===== config.mk =====
export PLATFORM = sky130hd
export DESIGN_NAME = kim_counter_req_sched
export DESIGN_NICKNAME = d
export VERILOG_FILES = /design/src/rtl/kim_counter_pkg.sv /design/src/rtl/kim_req_fifo.sv /design/src/rtl/kim_counter_req_sched.sv
export SDC_FILE = /design/constraint.sdc
export NUM_CORES = 1
export LEC_CHECK = 0
export CORE_MARGIN = 1
export CORE_UTILIZATION = 30
export CTS_CLUSTER_DIAMETER = 100
export CTS_CLUSTER_SIZE = 10
export DETAILED_ROUTE_END_ITERATION = 8
export PLACE_DENSITY = 0.45
export SKIP_CTS_REPAIR_TIMING = 1
export SYNTH_ARGS = -nofsm -noshare
export SYNTH_HDL_FRONTEND = slang
export SYNTH_SLANG_ARGS = --single-unit

===== constraint.sdc =====
create_clock -name clk -period 3.49 [get_ports clk]
set_input_delay 0.698 -clock clk [delete_from_list [all_inputs] [get_ports clk]]
set_output_delay 0.698 -clock clk [all_outputs]
set_load 0.005 [all_outputs]

===== src/rtl/kim_counter_pkg.sv =====
// Shared types and defaults for the kim_counter request scheduler.
package kim_counter_pkg;

  localparam int unsigned CNT_DATA_WIDTH_DEF = 7;
  localparam int unsigned REQ_FIFO_DEPTH_DEF = 4;

  typedef enum logic [1:0] {
    StIdle,
    StIssue,
    StArm,
    StWait
  } sched_state_t;

endpackage


===== src/rtl/kim_req_fifo.sv =====
// Synchronous request FIFO with extra-bit pointers and a registered occupancy count.
module kim_req_fifo #(
  parameter int unsigned Width = 7,
  parameter int unsigned Depth = 4
) (
  input  logic                     clk,
  input  logic                     rst_n,
  input  logic                     push,
  input  logic                     pop,
  input  logic [Width-1:0]         din,
  output logic [Width-1:0]         dout,
  output logic                     full,
  output logic                     empty,
  output logic [$clog2(Depth):0]   level
);

  localparam int unsigned AddrW = $clog2(Depth);
  localparam int unsigned LvlW  = AddrW + 1;
  localparam logic [LvlW-1:0] FullLvl = LvlW'(Depth);

  logic [Width-1:0] mem [Depth];
  logic [AddrW:0]   wr_ptr_q, rd_ptr_q;
  logic [LvlW-1:0]  level_q;
  logic             do_push, do_pop;

  assign full    = (level_q == FullLvl);
  assign empty   = (level_q == '0);
  assign do_push = push && !full;
  assign do_pop  = pop && !empty;
  assign dout    = mem[rd_ptr_q[AddrW-1:0]];
  assign level   = level_q;

  always_ff @(posedge clk) begin
    if (!rst_n) begin
      wr_ptr_q <= '0;
      rd_ptr_q <= '0;
      level_q  <= '0;
    end else begin
      if (do_push) wr_ptr_q <= wr_ptr_q + 1'b1;
      if (do_pop)  rd_ptr_q <= rd_ptr_q + 1'b1;
      if (do_push && !do_pop) begin
        level_q <= level_q + 1'b1;
      end else if (do_pop && !do_push) begin
        level_q <= level_q - 1'b1;
      end
    end
  end

  always_ff @(posedge clk) begin
    if (do_push) mem[wr_ptr_q[AddrW-1:0]] <= din;
  end

endmodule


===== src/rtl/kim_counter_req_sched.sv =====
// Buffers count targets and issues them one at a time to the counter, waiting for each run.
module kim_counter_req_sched
  import kim_counter_pkg::*;
#(
  parameter int unsigned CNT_DATA_WIDTH = CNT_DATA_WIDTH_DEF,
  parameter int unsigned FIFO_DEPTH     = REQ_FIFO_DEPTH_DEF
) (
  input  logic                          clk,
  input  logic                          rst_n,
  input  logic                          req_valid,
  input  logic [CNT_DATA_WIDTH-1:0]     req_val,
  output logic                          req_ready,
  input  logic [CNT_DATA_WIDTH-1:0]     cnt,
  output logic                          start,
  output logic [CNT_DATA_WIDTH-1:0]     cnt_val,
  output logic                          busy,
  output logic                          done,
  output logic [$clog2(FIFO_DEPTH):0]   level
);

  sched_state_t              state_q, state_d;
  logic [CNT_DATA_WIDTH-1:0] target_q, target_d;
  logic [CNT_DATA_WIDTH-1:0] cnt_val_q, cnt_val_d;
  logic                      start_q, start_d;
  logic                      busy_q, busy_d;
  logic                      done_q, done_d;
  logic                      avail_q;
  logic                      fifo_full, fifo_empty, fifo_pop;
  logic [CNT_DATA_WIDTH-1:0] fifo_dout;

  kim_req_fifo #(
    .Width (CNT_DATA_WIDTH),
    .Depth (FIFO_DEPTH)
  ) u_fifo (
    .clk   (clk),
    .rst_n (rst_n),
    .push  (req_valid),
    .pop   (fifo_pop),
    .din   (req_val),
    .dout  (fifo_dout),
    .full  (fifo_full),
    .empty (fifo_empty),
    .level (level)
  );

  assign req_ready = !fifo_full;

  always_comb begin
    state_d  = state_q;
    target_d = target_q;
    fifo_pop = 1'b0;
    done_d   = 1'b0;
    unique case (state_q)
      StIdle: begin
        // avail_q delays a fresh head by one cycle so a push never bypasses into IDLE.
        if (avail_q && !fifo_empty) begin
          fifo_pop = 1'b1;
          target_d = fifo_dout;
          if (fifo_dout != '0) begin
            state_d = StIssue;
          end else begin
            done_d = 1'b1;
          end
        end
      end
      StIssue: state_d = StArm;
      // Counter loads during ARM; a stale cnt equal to target must not end the run.
      StArm:   state_d = StWait;
      StWait: begin
        if (cnt == target_q) begin
          state_d = StIdle;
          done_d  = 1'b1;
        end
      end
      default: state_d = StIdle;
    endcase
    start_d   = (state_d == StIssue);
    cnt_val_d = start_d ? target_d : '0;
    busy_d    = (state_d != StIdle);
  end

  always_ff @(posedge clk) begin
    if (!rst_n) begin
      state_q   <= StIdle;
      target_q  <= '0;
      cnt_val_q <= '0;
      start_q   <= 1'b0;
      busy_q    <= 1'b0;
      done_q    <= 1'b0;
      avail_q   <= 1'b0;
    end else begin
      state_q   <= state_d;
      target_q  <= target_d;
      cnt_val_q <= cnt_val_d;
      start_q   <= start_d;
      busy_q    <= busy_d;
      done_q    <= done_d;
      avail_q   <= !fifo_empty;
    end
  end

  assign start   = start_q;
  assign cnt_val = cnt_val_q;
  assign busy    = busy_q;
  assign done    = done_q;

endmodule


==> impl_results.md <==
- Power Total: around 0.0021 W
- Most used DFF post-synth: dfxtp_1
- Count of buffers from port buffering: 30
- Part of the Yosys area used for sequential elements: 59.95%
- First-pass DRT Iterations: 4
- Setup total negative slack: 0 ps
- Cell type with the largest total area after synthesis: edfxtp_1
- Post-synthesis to final-layout area growth: 25.01%
- Maximum number of pins on one net before global-route repair: 19
- Post-synth top area share: roughly 35%
- Overflow after GRT: 0
- Startpoint-to-endpoint class of the critical path: reg2reg
- Average footprint of a synthesized cell: between 10 and 15 um2
- Final setup violating endpoints: 0
- Via Count: between 1k and 1.5k
- Crit path time final: ~2500 ps
- Met3 layer usage reported by global route: around 5.0%
- Final WL: roughly 4500 um
- CTS Sinks: 57
- Worst EP required: ~3700 ps
- Pins Over Slew Limit: 0
- Nets: between 200 and 250
- Clock Root Buffer: clkbuf_8
- Height of the die: between 90 and 100 um
- CP max FO: 10
- Power density of the placed cells: approximately 700 nW/um2
- DRC errors left: 0
- Combined area of all synthesized cells: around 2400 um2
- Standard-cell rows: 32
- X dimension of the die: slightly above 90 um
- CTS clk-pin slew, worst paths: ~60 ps
- Tcrit/Tclk final: between 70 and 80%
- Cell family with the largest share of critical-path delay: compound AO/OA/AOI/OAI gates
- Arrival time reported for the critical path endpoint: 2690 ps
- Global-route wire length before repair: 7245 um
- Most common cell after layout, fill and taps aside: clkdlybuf4s50_1
- Maximum clock insertion buffer count: 2
- Delay of the slowest critical-path stage: roughly 430 ps
- Routed WL per cell: 14.45 um
- Iteration-0 DRC count of the detailed router: 33
- Dpl hpwl: around 3300 um
- CTS buffer count: 9
- Gr usage total: about an eighth
- Antenna violations before repair: 0
- Setup repair after global routing missed its margin: false
- Worst-margin pin slew: ~700 ps
- Critical-path cell with the highest stage delay: o31a_2
- Category of the worst setup path launch point: register
- Remaining max-slew budget at the tightest pin: between 50% and 60%
- Post-synth EDFFs: 28
- Gp weighted congestion: 0.7842
- Met2 layer usage reported by global route: 19.51%
- Number of distinct library cells after synthesis: 39
- Worst vdd ir: 209.6 uV
- Post-synth net total: 193
- Core Region: a little under 8000 um2
- Yosys Warn Count: 0
- Peak-usage layer in the global routing report: met2
- Buffering stage count on the worst path with inverters included: 2
- Die area: between 8000 and 9000 um2
- Number of filler instances in the final layout: ~740
- Biggest area contributors in the synthesized netlist: edfxtp_1 35%, dfxtp_1 24%, ha_1 4.7%, mux4_1 4.4%, mux2i_1 3.8%
- DP Worst Slack: about 700 ps
- Worst skew pair latency: roughly 320 ps
- Antenna diodes: 0
- Initial Utilization: a little under a third
- Fraction of layout cells with a size suffix above 1: between 10% and 20%
- Max Fclk: slightly above 0.4 GHz
- Worst setup margin: between 1000 and 1500 ps
- Setup Skew: 4.741 ps
- Endpoint kind of the worst setup timing path: register
- Cell-by-cell trace of the critical path: o31a_2, nand2_1, buf_4, ha_1, inv_1, fa_1, xor2_1, or3_1, a21oi_1
- Final ANT Viol Nets: 0
- Via count of the first global-routing pass: between 1k and 1.5k
- CTS tree: yes
- Run status: finished clean
- Max-cap viol count: 0
- Reg2reg setup slack: 1040 ps
- CTS H-tree depth: 3
- Met1 GRT Util: around 14%
- Flop and latch count out of synthesis: 57
- Leading cell types in the layout, fill and taps excluded: 30 x clkdlybuf4s50_1, 29 x dfxtp_1, 28 x edfxtp_1
- Lkg Pwr: approximately 1.1 nW
- Final Hold Violating Endpoints: 0
- Share of synthesized flip-flops with an asynchronous set or reset: 0%
- Gate Count Post-Synth: approximately 170
- Routed via count divided by cell count: between 4 and 5
- Top-level I/O count: 31
- Min-delay worst type: reg2reg
flip-flops by register name (all words and copies together), names as in the netlist, named ones only:
signal and flops:
u_fifo.mem 28, cnt_val 7, target_q 7, u_fifo.level 3, state_q 2, u_fifo.rd_ptr_q 2, u_fifo.wr_ptr_q 2, avail_q 1
busy 1, done 1, start 1
path summary, 6_finish.rpt:
kind,from,end,depth (start not counted)
setup / recovery,u_fifo.level[0],u_fifo.level[2],9
hold / removal,u_fifo.rd_ptr_q[0],register,2
setup reg to reg,u_fifo.level[0],u_fifo.level[2],9
hold reg to reg,u_fifo.rd_ptr_q[0],register,2
worst reg2reg max path: cells and delay by family, from the launching register on:
family	cells	cell delay [ps]
simple gates	2	380
fa+ha+maj	2	580
compound gates	2	590
flops	1	390
xor+xnor	1	160
buf+inv	2	260
report_power, final:
group | switching, W | internal (W) | total, W
registers | 0.0000906 | 0.000818 | 0.000909
clock network | 0.000248 | 0.000324 | 0.000573
logic | 0.000326 | 0.000296 | 0.000622
stage by stage:
stage | area (um2) | hold slack [ps] | utilization (%) | std cells
floorplan | 2371 | 484.7 | - | 166
global placement | 2778 | 509.4 | 36.13 | 295
detailed placement | 2778 | 514.9 | 36.13 | 295
CTS | 2964 | 550.6 | 38.56 | 311
global route | 2964 | 581.1 | 38.56 | 311
finish | 2964 | 544.8 | 38.56 | 311
Yosys cell counts, types with 2 or more instances:
| master | number |
|---|---|
| mux2i_1 | 9 |
| ha_1 | 9 |
| xor2_1 | 5 |
| xnor2_1 | 7 |
| a21oi_1 | 3 |
| nand2_1 | 4 |
| and3_1 | 5 |
| edfxtp_1 | 28 |
| mux4_2 | 3 |
| inv_1 | 7 |
| dfxtp_1 | 29 |
| nor3_1 | 4 |
| a211oi_1 | 7 |
| clkbuf_1 | 2 |
| nor2_1 | 17 |
| mux4_1 | 4 |
final cells by class:
| cell class | count | area (um2) | share of cell area, % |
|---|---|---|---|
| Multi-Input combinational cell | 97 | 890.9 | 30.05 |
| Inverter | 8 | 30.03 | 1.013 |
| Clock inverter | 6 | 58.81 | 1.984 |
| Sequential cell | 57 | 1421 | 47.95 |
| Clock buffer | 10 | 127.6 | 4.306 |
| Timing Repair Buffer | 31 | 307.8 | 10.38 |
| Tap cell | 102 | 127.6 | 4.306 |
cells by family after synthesis:
group,synth area share (%)
buf+inv,2.480
flops,59.95
compound gates,7.124
xor+xnor,4.433
mux,11.08
fa+ha+maj,5.594
simple gates,9.341
routing by layer:
metal / wire (um) / vias up
li1: - / 692
met1: 2063 / 698
met2: 2271 / 25
met3: 133 / 2
met4: 24 / 0
met5: 0 / -
Power figures use the tool's default switching activity.
